$ cat src/rtl/hazard_ctrl.sv
// hazard_ctrl: load-use bubble insertion, branch flush and data-memory freeze
// control for the 5-stage core, with a memory-timeout watchdog and
// stall/flush performance counters.
//
// state  | meaning
// -------+---------------------------------------------------------------
// RUN    | no outstanding memory wait; pipeline free to advance
// WAIT   | data access pending and not ready; wcnt counts waited cycles
// ERROR  | memory timed out; pipeline frozen and mem_err held until reset
module hazard_ctrl #(
  parameter int unsigned MEM_TIMEOUT = 64,
  parameter int unsigned CNT_W       = 32
) (
  input  logic             clk,
  input  logic             rst_n,
  input  logic [4:0]       IF_ID_rs1,
  input  logic [4:0]       IF_ID_rs2,
  input  logic             IF_ID_use_rs1,
  input  logic             IF_ID_use_rs2,
  input  logic             ID_EX_MemRead,
  input  logic [4:0]       ID_EX_rd,
  input  logic             branch_taken,
  input  logic             EX_MEM_MemRead,
  input  logic             EX_MEM_MemWrite,
  input  logic             dmem_ready,
  output logic             PC_write,
  output logic             IF_ID_write,
  output logic             IF_ID_flush,
  output logic             ID_EX_write,
  output logic             ID_EX_flush,
  output logic             EX_MEM_write,
  output logic             MEM_WB_bubble,
  output logic             mem_err,
  output logic [CNT_W-1:0] stall_cycles,
  output logic [CNT_W-1:0] flush_events
);

  typedef enum logic [1:0] {
    ST_RUN   = 2'd0,
    ST_WAIT  = 2'd1,
    ST_ERROR = 2'd2
  } state_e;

  localparam logic [15:0] TIMEOUT_CNT = 16'(MEM_TIMEOUT);

  state_e           state_q, state_d;
  logic [15:0]      wcnt_q, wcnt_d;
  logic [CNT_W-1:0] stall_cycles_q, stall_cycles_d;
  logic [CNT_W-1:0] flush_events_q, flush_events_d;

  logic mem_req;
  logic freeze;
  logic load_use;

  // Hazard conditions; x0 is never a real producer so it cannot cause a stall.
  always_comb begin
    mem_req  = EX_MEM_MemRead | EX_MEM_MemWrite;
    freeze   = (mem_req & ~dmem_ready) | (state_q == ST_ERROR);
    load_use = ID_EX_MemRead & (ID_EX_rd != 5'd0) &
               ((IF_ID_use_rs1 & (ID_EX_rd == IF_ID_rs1)) |
                (IF_ID_use_rs2 & (ID_EX_rd == IF_ID_rs2)));
  end

  // Pipeline control, priority freeze > branch > load_use > normal.
  // A branch seen during a freeze needs no storage: EX is held, so
  // branch_taken is still high on the release cycle and flushes then.
  always_comb begin
    PC_write      = 1'b1;
    IF_ID_write   = 1'b1;
    IF_ID_flush   = 1'b0;
    ID_EX_write   = 1'b1;
    ID_EX_flush   = 1'b0;
    EX_MEM_write  = 1'b1;
    MEM_WB_bubble = 1'b0;
    if (freeze) begin
      PC_write      = 1'b0;
      IF_ID_write   = 1'b0;
      ID_EX_write   = 1'b0;
      EX_MEM_write  = 1'b0;
      MEM_WB_bubble = 1'b1;
    end else if (branch_taken) begin
      IF_ID_flush = 1'b1;
      ID_EX_flush = 1'b1;
    end else if (load_use) begin
      PC_write    = 1'b0;
      IF_ID_write = 1'b0;
      ID_EX_flush = 1'b1;
    end
  end

  // Memory-wait state machine and timeout watchdog.
  always_comb begin
    state_d = state_q;
    wcnt_d  = wcnt_q;
    case (state_q)
      ST_RUN: begin
        if (mem_req && !dmem_ready) begin
          state_d = ST_WAIT;
          wcnt_d  = 16'd1;
        end
      end
      ST_WAIT: begin
        if (dmem_ready || !mem_req) begin
          state_d = ST_RUN;
          wcnt_d  = 16'd0;
        end else if (wcnt_q == TIMEOUT_CNT) begin
          state_d = ST_ERROR;
        end else begin
          wcnt_d = wcnt_q + 16'd1;
        end
      end
      ST_ERROR: begin
        state_d = ST_ERROR;
      end
      default: begin
        state_d = ST_RUN;
        wcnt_d  = 16'd0;
      end
    endcase
  end

  // Performance counters; both wrap naturally at 2^CNT_W.
  always_comb begin
    stall_cycles_d = stall_cycles_q;
    flush_events_d = flush_events_q;
    if (!PC_write) begin
      stall_cycles_d = stall_cycles_q + CNT_W'(1);
    end
    if (IF_ID_flush) begin
      flush_events_d = flush_events_q + CNT_W'(1);
    end
  end

  // State and counter registers.
  always_ff @(posedge clk or negedge rst_n) begin
    if (!rst_n) begin
      state_q        <= ST_RUN;
      wcnt_q         <= 16'd0;
      stall_cycles_q <= '0;
      flush_events_q <= '0;
    end else begin
      state_q        <= state_d;
      wcnt_q         <= wcnt_d;
      stall_cycles_q <= stall_cycles_d;
      flush_events_q <= flush_events_d;
    end
  end

  assign mem_err      = (state_q == ST_ERROR);
  assign stall_cycles = stall_cycles_q;
  assign flush_events = flush_events_q;

endmodule

$ cat config.mk
export PLATFORM = sky130hd
export DESIGN_NAME = hazard_ctrl
export DESIGN_NICKNAME = d
export VERILOG_FILES = /design/src/rtl/hazard_ctrl.sv
export SDC_FILE = /design/constraint.sdc
export NUM_CORES = 1
export LEC_CHECK = 0
export ABC_CLOCK_PERIOD_IN_PS = 1800
export BUFFER_PORTS_ARGS = -buffer_cell sky130_fd_sc_hd__buf_2
export CAP_MARGIN = 10
export CORE_MARGIN = 1.5
export CORE_UTILIZATION = 31
export DETAILED_ROUTE_END_ITERATION = 16
export HOLD_SLACK_MARGIN = 0.08
export MAX_ROUTING_LAYER = met4
export PLACE_DENSITY_LB_ADDON = 0.12
export SETUP_SLACK_MARGIN = 0.05
export SYNTH_ARGS = -nofsm -noshare
export SYNTH_HDL_FRONTEND = slang
export SYNTH_SLANG_ARGS = --single-unit
$ cat constraint.sdc
create_clock -name clk -period 1.8 [get_ports clk]
set_input_delay 0.09 -clock clk [delete_from_list [all_inputs] [get_ports clk]]
set_output_delay 0.09 -clock clk [all_outputs]
set_load 0.02 [all_outputs]
Word-level counts from Yosys, hierarchy flattened
Index checks and enable logic that the tools add are counted.

Input port bits: 24. Logic and storage cells: 51. Register bits after elaboration: 82.

Reduce and logical (&&, ||, !) cells: 8. Bitwise logic cells: 10. Equality and inequality tests: 8. $add $sub $neg: 3. Mux-type cells: 18.

Operators by type and width (number): 32-bit by 1-bit adder with 32-bit output, second input constant (2); 16-bit two-way mux (3); 16-bit case mux with 3 select lines (1); 16-bit by 1-bit adder with 16-bit output, second input constant (1); 16-bit by 7-bit equality test with 1-bit output, second input constant (1); 5-bit equality test (2); 1-bit two-way mux (10); 2-bit two-way mux (3); 3-bit != test, second input constant (2); 2-bit case mux with 3 select lines (1); 1-bit AND (5); 5-bit nonzero test (1); 1-bit bitwise OR (3); 3-bit AND reduction (1); 2-bit by 1-bit equality test with 1-bit output, second input constant (1); 2-bit equality test, second input constant (1); 1-bit logical NOT (2); 2-bit logical NOT (1); 2-bit != test, second input constant (1); 1-bit inverter (2); 2-bit AND reduction (1); 1-bit logical AND (1); 1-bit logical OR (1).

Longest topological paths before layout
Gate-level depths: netlist (run 1).

Depth after elaboration: 7. Mapped depth: 7.

Worst setup path after synthesis (run 1)
OpenSTA, ideal clock, no wires.

Path type: reg-to-reg. Start point: register flush_events_q[12] (netlist: flush_events[12]). End point: register flush_events_q[31] (netlist: flush_events[31]). Arrival: 1938 ps. Period minus slack after synthesis: 2067 ps. Stages on the path, launching flop included: 8. Setup slack: -267 ps. Path through: dfrtp_1 -> nand3_1 -> or3_1 -> nor4_4 -> and2b_1 -> buf_4 -> nand4_1 -> xnor2_1.

Word-level cells in the longest chain between the ends: 1.

RTL lines: start: declaration (line 49) `logic [CNT_W-1:0] flush_events_q, flush_events_d;`; start signal: assignment (line 145) `flush_events_q <= flush_events_d;`; 32-bit by 1-bit adder with 32-bit output (line 130) `flush_events_d = flush_events_q + CNT_W'(1);`.

Every way passes these cells. A chain may end at the register's enable or synchronous reset.

Final worst setup path (run 1)
Start point: register stall_cycles_q[5] (netlist: stall_cycles[5]). End point: register stall_cycles_q[28] (netlist: stall_cycles[28]).

Word-level cells in the longest chain between the ends: 1.

RTL lines: start: declaration (line 48) `logic [CNT_W-1:0] stall_cycles_q, stall_cycles_d;`; start signal: assignment (line 144) `stall_cycles_q <= stall_cycles_d;`; 32-bit by 1-bit adder with 32-bit output (line 127) `stall_cycles_d = stall_cycles_q + CNT_W'(1);`.

Every way passes these cells.

==> results.sh, run 1 <==
export IMPL_clock_skew_ns=0.00856
export IMPL_die_x_um=118
export IMPL_cp_arrival_ns=2.05
export IMPL_start_util=0.322
export IMPL_hold_viol=0
export IMPL_min_path_type="primary input to flip-flop"
export IMPL_antenna_found_initial=0
export IMPL_setup_tns_ns=0
export IMPL_yosysTopAreaCellShare=0.498
export IMPL_placed_cell_area_um2=5330
export IMPL_antennaDiodeCount=0
export IMPL_synthFlopType="dfrtp_1"
export IMPL_track_usage=0.168
export IMPL_ios=96
export IMPL_ys_types=49
export IMPL_worst_hold_slack_ns=0.205
export IMPL_crit_path_cell_trace="and3_4 -> and4_1 -> or3b_4 -> a2bb2oi_4 -> buf_8 -> nor2_2 -> xor2_1"
export IMPL_avgSynthCellArea_um2=10.4
export IMPL_end_kind="flip-flop"
export IMPL_die_h_um=118
export IMPL_critical_path_buf_inv_count=1
export IMPL_synth_common_cells="dfrtp_1 (82), xor2_1 (43), xnor2_1 (36)"
export IMPL_powerDensity_nw_per_um2=884
export IMPL_final_max_slew_viol_count=0
export IMPL_drc_errors=0
export IMPL_critical_path_startpoint_type="flip-flop"
export IMPL_fmax_mhz=556
export IMPL_numCtsBuffers=9
export IMPL_vias=3593
export IMPL_dp_hpwl_mm=7.79
export IMPL_dr_pass1_iters=4
export IMPL_via_per_inst=4.77
export IMPL_peakVddDrop_uv=503
export IMPL_path_depth=7
export IMPL_finalInstanceArea_um2=6130
export IMPL_max_clock_path_buffers=2
export IMPL_utilization=0.480
export IMPL_rr_worst_depth=7
export IMPL_netlist_area_um2=4120
export IMPL_finalCriticalPeriod_ns=1.80
export IMPL_cts_num_sinks=82
export IMPL_grt_pass1_wl_mm=18.2
export IMPL_yosysWarnings=0
export IMPL_coreArea_um2=12800
export IMPL_num_rows=41
export IMPL_avgRoutedWirePerCell_um=14.6
export IMPL_clk_pin_slew_ns=0.06
export IMPL_crit_type="flip-flop to flip-flop"
export IMPL_use_met1=0.218
export IMPL_synth_seq_cells=82
export IMPL_grt_use_met2=0.266
export IMPL_finalCritPeriodShare=0.999
export IMPL_status="complete, no violations"
export IMPL_required_ns=2.05
export IMPL_synth_most_common_cell="dfrtp_1"
export IMPL_drive_gt1_frac=0.477
export IMPL_rsz0062_at_grt="true"
export IMPL_synthToLayoutAreaGrowth_pct=48.8
export IMPL_h_tree_depth=3
export IMPL_synth_area_leader_cell="dfrtp_1"
export IMPL_cpLargestDelayFamily="simple AND/OR/NAND/NOR gates"
export IMPL_cts_root_buf="clkbuf_16"
export IMPL_ant_nets=0
export IMPL_gp_congestion=0.790
export IMPL_place_ws_ns=-0.103
export IMPL_worst_slew_pin_slew_ns=0.644
export IMPL_slew_headroom=0.571
export IMPL_overflow=0
export IMPL_syn_inst=395
export IMPL_drt_wl_total_mm=11.0
export IMPL_grt_pass1_vias=3593
export IMPL_synthTopCellsByArea="dfrtp_1 (50%), xor2_1 (9.1%), xnor2_1 (7.7%)"
export IMPL_busiest_layer="met2"
export IMPL_final_setup_viol_count=0
export IMPL_final_nets=605
export IMPL_synthArstFlopShare=1.00
export IMPL_cp_max_fo=6
export IMPL_grt_met3_usage=0.0338
export IMPL_synth_edf_count=0
export IMPL_synth_seq_area_share=0.498
export IMPL_power_mw=5.42
export IMPL_leakagePower_nw=2.96
export IMPL_max_stage_delay_ns=0.39
export IMPL_drt_iter0_drc=173
export IMPL_syn_num_nets=423
export IMPL_fin_ws_ns=0.00258
export IMPL_layoutNonFillerInstCount=753
export IMPL_cap_violations=0
export IMPL_grt_max_degree=48
export IMPL_dp_cells=718
export IMPL_io_buffers=95
export IMPL_cp_slowest_cell="or3b_4"
export IMPL_die_area_um2=14000
export IMPL_cts_tree="done"
export IMPL_hold_path_depth=3
export IMPL_insertion_delay_ns=0.33
[kinds of logic (layout without fill, tap and decap cells)]
group | Yosys count | count (layout) | share of synthesized area
AND/OR/NAND/NOR | 171 | 171 | 0.239
flip-flops | 82 | 82 | 0.498
XOR/XNOR | 79 | 79 | 0.168
AO/OA/AOI/OAI | 32 | 32 | 0.0492
buffers and inverters | 25 | 211 | 0.0283
adder cells (fa/ha/maj) | 4 | 4 | 0.0122
multiplexers | 2 | 2 | 0.00547
[report_power, final]
| part | switching [mW] | internal, mW |
|---|---|---|
| Clock | 0.710 | 1.07 |
| Sequential | 0.125 | 2.03 |
| Combinational | 0.822 | 0.664 |
| Total | 1.66 | 3.76 |
[tightest hold or removal path: cells and delay by family]
family	cells	cell delay [ns]
buf+inv	1	0.15
simple gates	1	0.18
xor+xnor	1	0.08
[path summary, 6_finish.rpt]
check	slack, ns	startpoint	endpoint
max	0.003	stall_cycles[5]	stall_cycles[28]
min	0.21	branch_taken	flush_events[2]
max reg2reg	0.003	stall_cycles[5]	stall_cycles[28]
min reg2reg	0.47	flush_events[31]	flush_events[31]
max in group asynchronous	0.76	rst_n	flush_events[27]
min in group asynchronous	0.33	rst_n	flush_events[9]
[layout make-up]
cell class,count,area (µm²)
well taps,172,215
clock inverters,3,42.5
inverters,13,51.3
multi-input cells,288,2280
repair buffers,183,1230
fillers,1221,6650
clock buffers,12,236
flip-flops and latches,82,2070
[cell usage in the layout (no fill, tap or decap), types with 6 or more instances in the layout]
cell type / netlist / routed
and3_1: 16 / 10
and3_4: 0 / 6
buf_2: 3 / 92
buf_4: 3 / 80
clkbuf_16: 0 / 10
dfrtp_1: 82 / 64
dfrtp_2: 0 / 18
inv_1: 12 / 11
nand2_1: 31 / 26
nand3_1: 31 / 26
nand4_1: 16 / 16
nor2_1: 31 / 20
nor2_4: 0 / 7
o21ai_0: 14 / 12
xnor2_1: 36 / 35
xor2_1: 43 / 43
[flip-flops by register name, summed over array words and instances, names as in the netlist]
name and count:
state_q 2, wcnt_q 16, stall_cycles 32, flush_events 32
[routing by layer]
layer  up-vias  part of all wire
met5         -                 0
met4         0             0.013
met3        11             0.035
met2        84              0.48
met1      1764              0.47
li1       1734                 -
[repair_timing]
action,in CTS,in global routing
hold endpoints to repair,44,0
setup endpoints to repair,16,43
hold buffers,1,0
pin swaps,14,29
gates cloned,1,1
setup buffers,6,11
resized for setup,23,55
Power figures use the tool's default switching activity.
==> run 2, diff against run 1 <==
==> constraint.sdc (replaced) <==
create_clock -name clk -period 1.8 [get_ports clk]
set_input_delay 0.36 -clock clk [delete_from_list [all_inputs] [get_ports clk]]
set_output_delay 0.36 -clock clk [all_outputs]
set_load 0.02 [all_outputs]
==> results.sh, run 2 (synthesized netlist as in run 1, its figures left out) <==
export IMPL_status="finished, violations left"
export IMPL_violations="setup timing"
export IMPL_cp_slowest_cell="o31a_1"
export IMPL_final_nets=608
export IMPL_grt_pass1_vias=3623
export IMPL_grt_max_degree=36
export IMPL_grt_pass1_wl_mm=18.3
export IMPL_leakagePower_nw=3.13
export IMPL_max_stage_delay_ns=0.35
export IMPL_cp_max_fo=3
export IMPL_finalCritPeriodShare=1.13
export IMPL_cp_arrival_ns=1.67
export IMPL_r2r_slack_ns=-0.08
export IMPL_insertion_delay_ns=0.34
export IMPL_clock_skew_ns=0.00641
export IMPL_crit_path_cell_trace="buf_8 -> xor2_2 -> nor4_2 -> a32oi_1 -> o31a_1 -> buf_12 -> buf_8"
export IMPL_peakVddDrop_uv=456
export IMPL_fmax_mhz=492
export IMPL_slew_headroom=0.741
export IMPL_die_area_um2=14000
export IMPL_finalInstanceArea_um2=6400
export IMPL_h_tree_depth=3
export IMPL_cap_violations=0
export IMPL_synthToLayoutAreaGrowth_pct=55.4
export IMPL_track_usage=0.170
export IMPL_min_path_type="primary input to async pin"
export IMPL_worst_slew_pin_slew_ns=0.386
export IMPL_drc_errors=0
export IMPL_placed_cell_area_um2=5390
export IMPL_r2r_start="stall_cycles[0]"
export IMPL_cts_tree="done"
export IMPL_rsz0062_at_grt="true"
export IMPL_antennaDiodeCount=0
export IMPL_gp_congestion=0.827
export IMPL_mostFrequentLayoutCells="buf_2 (86), buf_4 (83), dfrtp_1 (65)"
export IMPL_overflow=0
export IMPL_die_h_um=118
export IMPL_via_per_inst=4.73
export IMPL_avgRoutedWirePerCell_um=14.9
export IMPL_cpLargestDelayFamily="compound AO/OA/AOI/OAI gates"
export IMPL_drive_gt1_frac=0.499
export IMPL_numCtsBuffers=9
export IMPL_hold_viol=0
export IMPL_dr_pass1_iters=4
export IMPL_rr_worst_depth=7
export IMPL_coreArea_um2=12800
export IMPL_powerDensity_nw_per_um2=921
export IMPL_antenna_found_initial=0
export IMPL_cts_num_sinks=82
export IMPL_io_buffers=95
export IMPL_power_mw=5.89
export IMPL_vias=3577
export IMPL_dp_hpwl_mm=7.90
export IMPL_ant_nets=0
export IMPL_timing_rr_end="stall_cycles[16]"
export IMPL_fin_ws_ns=-0.233
export IMPL_drt_iter0_drc=201
export IMPL_die_x_um=118
export IMPL_finalCriticalPeriod_ns=2.03
export IMPL_final_max_slew_viol_count=0
export IMPL_required_ns=1.44
export IMPL_start_util=0.322
export IMPL_cpMostUsedCell="buf_8"
export IMPL_cts_root_buf="clkbuf_16"
export IMPL_end_kind="output pin"
export IMPL_clk_pin_slew_ns=0.06
export IMPL_drt_wl_total_mm=11.3
export IMPL_max_clock_path_buffers=2
export IMPL_ios=96
export IMPL_layout_commonest_cell="buf_2"
export IMPL_critical_path_buf_inv_count=3
export IMPL_crit_type="primary input to output pin"
export IMPL_utilization=0.501
export IMPL_num_rows=41
export IMPL_critical_path_startpoint_type="primary input"
export IMPL_final_setup_viol_count=24
==> run 2: cell count changes in the layout (fill, tap and decap cells not counted), moves of 3 or more <==
cell	delta
buf_2	-6
nand2_1	+3
o21ai_1	-3
nor2_1	-4
clkbuf_1	-3
buf_12	+3
nand3_2	-3
nor2_4	+6
buf_4	+3
==> run 2: what timing repair did <==
action | CTS | global route
hold endpoints to repair | 20 | 0
gates cloned | 1 | 1
pin swaps | 12 | 40
gates resized for setup | 39 | 71
setup buffers | 4 | 15
setup endpoints to repair | 35 | 52
hold buffers | 1 | 0
==> run 2: layout make-up <==
class	count	area [µm²]
flip-flops and latches	82	2070
multi-input cells	288	2380
inverters	13	51.3
fillers	1208	6380
clock buffers	11	253
repair buffers	186	1330
well taps	172	215
clock inverters	5	100
==> run 2: worst max-delay path by stage <==
stage	startpoint	slack, ns	endpoint	depth (start not counted)
floorplan	ID_EX_rd[4]	-0.11	PC_write	6
global placement	ID_EX_rd[4]	-0.36	ID_EX_flush	9
detailed placement	ID_EX_rd[4]	-0.42	stall_cycles[19]	8
CTS	IF_ID_rs2[2]	-0.24	IF_ID_write	7
global route	ID_EX_rd[4]	-0.31	IF_ID_write	7
finish	ID_EX_rd[4]	-0.23	IF_ID_write	7
==> run 2: metrics by stage <==
stage / hold WS (ns) / setup slack, ns / TNS [ns] / std cells
2_1_floorplan: 0.0644 / -0.108 / -1.83 / 395
3_3_place_gp: 0.285 / -0.357 / -9.35 / 719
3_5_place_dp: 0.284 / -0.422 / -11.53 / 719
4_1_cts: 0.470 / -0.239 / -1.59 / 741
5_1_grt: 0.491 / -0.314 / -4.30 / 757
6_report: 0.466 / -0.233 / -1.72 / 757
==> run 2: worst register-to-register path: cells and delay by family (launching register included) <==
family | cells | cell delay (ns)
adders and majority gates | 1 | 0.14
buffers and inverters | 1 | 0.16
xor gates and xnor gates | 1 | 0.15
AOI/OAI and AO/OA | 1 | 0.18
and+or+nand+nor | 3 | 0.79
DFF | 1 | 0.39
==> run 2: routing by layer <==
layer | GRT usage | up-vias | wire length (µm)
met1 | 0.221 | 1749 | 5320
met4 | 0.0648 | 0 | 173
li1 | - | 1743 | -
met2 | 0.262 | 72 | 5430
met5 | - | - | 0
met3 | 0.0314 | 13 | 377
==> run 2: report_power, final <==
group,switching [mW],total (mW),internal (mW)
Clock,0.749,2.18,1.43
Sequential,0.128,2.16,2.03
Combinational,0.853,1.56,0.704
==> run 3, diff against run 2 <==
--- a/config.mk
+++ b/config.mk
@@ -6,7 +6,7 @@
 export NUM_CORES = 1
 export LEC_CHECK = 0
 export ABC_CLOCK_PERIOD_IN_PS = 1800
-export BUFFER_PORTS_ARGS = -buffer_cell sky130_fd_sc_hd__buf_2
+export BUFFER_PORTS_ARGS = -buffer_cell sky130_fd_sc_hd__clkbuf_2
 export CAP_MARGIN = 10
 export CORE_MARGIN = 1.5
 export CORE_UTILIZATION = 31
==> results.sh, run 3 (synthesized netlist as in run 1, its figures left out) <==
export IMPL_status="finished, violations left"
export IMPL_violations="setup timing"
export IMPL_leakagePower_nw=3.04
export IMPL_track_usage=0.166
export IMPL_h_tree_depth=3
export IMPL_layoutNonFillerInstCount=749
export IMPL_cp_startpoint="ID_EX_rd[0]"
export IMPL_vias=3544
export IMPL_dr_pass1_iters=4
export IMPL_crit_type="primary input to output pin"
export IMPL_clk_pin_slew_ns=0.06
export IMPL_cp_max_fo=4
export IMPL_worst_slew_pin_slew_ns=0.413
export IMPL_utilization=0.490
export IMPL_mostFrequentLayoutCells="clkbuf_2 (86), buf_4 (75), dfrtp_1 (63)"
export IMPL_start_util=0.322
export IMPL_required_ns=1.44
export IMPL_insertion_delay_ns=0.34
export IMPL_min_path_type="flip-flop to flip-flop"
export IMPL_final_setup_viol_count=22
export IMPL_die_x_um=118
export IMPL_cts_tree="done"
export IMPL_synthToLayoutAreaGrowth_pct=52.0
export IMPL_coreArea_um2=12800
export IMPL_overflow=0
export IMPL_powerDensity_nw_per_um2=902
export IMPL_finalCriticalPeriod_ns=2.05
export IMPL_ios=96
export IMPL_seqPwrFrac=0.383
export IMPL_grt_pass1_vias=3550
export IMPL_crit_path_cell_trace="clkbuf_2 -> buf_4 -> xor2_1 -> nor4_1 -> a32oi_1 -> o31a_1 -> buf_12 -> buf_8"
export IMPL_swShare=0.305
export IMPL_clock_skew_ns=0.00459
export IMPL_power_share_clock=0.341
export IMPL_finalCritPeriodShare=1.14
export IMPL_num_rows=41
export IMPL_die_area_um2=14000
export IMPL_critical_path_startpoint_type="primary input"
export IMPL_final_max_slew_viol_count=0
export IMPL_max_clock_path_buffers=2
export IMPL_rsz0062_at_grt="true"
export IMPL_hold_viol=0
export IMPL_grt_max_degree=42
export IMPL_fmax_mhz=487
export IMPL_numCtsBuffers=9
export IMPL_antenna_found_initial=0
export IMPL_avgRoutedWirePerCell_um=14.5
export IMPL_fin_ws_ns=-0.252
export IMPL_r2r_start="stall_cycles[1]"
export IMPL_slew_headroom=0.722
export IMPL_drc_errors=0
export IMPL_placed_cell_area_um2=5360
export IMPL_via_per_inst=4.73
export IMPL_finalInstanceArea_um2=6260
export IMPL_dp_hpwl_mm=7.73
export IMPL_switchingPower_mw=1.72
export IMPL_drt_wl_total_mm=10.8
export IMPL_peakVddDrop_uv=465
export IMPL_layout_commonest_cell="clkbuf_2"
export IMPL_rr_worst_depth=7
export IMPL_power_frac_comb=0.276
export IMPL_io_buffers=95
export IMPL_place_ws_ns=-0.342
export IMPL_cts_root_buf="clkbuf_16"
export IMPL_cp_endpoint="IF_ID_write"
export IMPL_end_kind="output pin"
export IMPL_final_nets=600
export IMPL_cap_violations=0
export IMPL_grt_pass1_wl_mm=17.9
export IMPL_die_h_um=118
export IMPL_drive_gt1_frac=0.477
export IMPL_p_int_mw=3.92
export IMPL_timing_rr_end="stall_cycles[18]"
export IMPL_ant_nets=0
export IMPL_cts_num_sinks=82
export IMPL_drt_iter0_drc=144
export IMPL_max_stage_delay_ns=0.36
export IMPL_r2r_slack_ns=-0.04
export IMPL_antennaDiodeCount=0
export IMPL_gp_congestion=0.826
export IMPL_cp_slowest_cell="o31a_1"
export IMPL_cp_arrival_ns=1.69
export IMPL_dp_cells=715
## run 3: changes by cell type in the layout (fill, tap and decap cells not counted), moves of 3 or more
cell	previous run	this run
buf_2	86	1
buf_4	83	75
clkbuf_2	0	86
clkbuf_8	2	5
## run 3: final cells by class
type / instances / area (µm²)
inverters: 13 / 48.8
multi-input cells: 288 / 2350
clock buffers: 14 / 274
repair buffers: 178 / 1260
fillers: 1182 / 6520
well taps: 172 / 215
flip-flops and latches: 82 / 2080
clock inverters: 2 / 35.0
## run 3: stage by stage
stage / setup TNS, ns / total power, mW / hold slack (ns)
after global routing: -4.00 / 5.93 / 0.499
after global placement: -8.48 / 3.53 / 0.306
final: -1.69 / 5.65 / 0.470
after floorplan: -1.83 / 2.84 / 0.0644
after detailed placement: -9.72 / 3.55 / 0.305
after CTS: -1.33 / 5.64 / 0.475
## run 3: worst min-delay path by stage
stage / from / end / slack, ns / cells past startpoint
after floorplan: rst_n / flush_events[0] / 0.06 / 0
after global placement: rst_n / flush_events[16] / 0.31 / 1
after detailed placement: rst_n / flush_events[16] / 0.31 / 1
after CTS: rst_n / flush_events[16] / 0.48 / 2
after global routing: flush_events[31] / flush_events[31] / 0.50 / 1
final: flush_events[31] / flush_events[31] / 0.47 / 1
## run 3: power by group through the flow
stage | logic (mW) | registers (mW) | clock network, mW
3_3_place_gp | 1.36 | 2.17 | 0
4_1_cts | 1.49 | 2.16 | 1.99
5_1_grt | 1.68 | 2.19 | 2.06
6_report | 1.56 | 2.16 | 1.93
3_5_place_dp | 1.38 | 2.17 | 0
2_1_floorplan | 0.415 | 2.43 | 0
## run 3: per-layer routing
layer,global-route usage,wire [µm],up-vias
met5,-,0,-
met4,0.0747,198,0
met3,0.0270,392,11
met2,0.253,5090,84
met1,0.218,5170,1719
li1,-,-,1730
## run 3: timing repair
| action | CTS | global route |
|---|---|---|
| setup endpoints to repair | 26 | 52 |
| buffers inserted | 6 | 9 |
| endpoints found under the hold margin | 26 | 0 |
| hold buffers | 1 | 0 |
| gates cloned | 2 | 0 |
| pin swaps | 28 | 35 |
| resized for setup | 57 | 48 |
## run 3: critical path: cells and delay by family
kind / cells / cell delay [ns]
AO/OA/AOI/OAI: 2 / 0.47
AND/OR/NAND/NOR: 1 / 0.17
XOR/XNOR: 1 / 0.16
buffers and inverters: 4 / 0.52
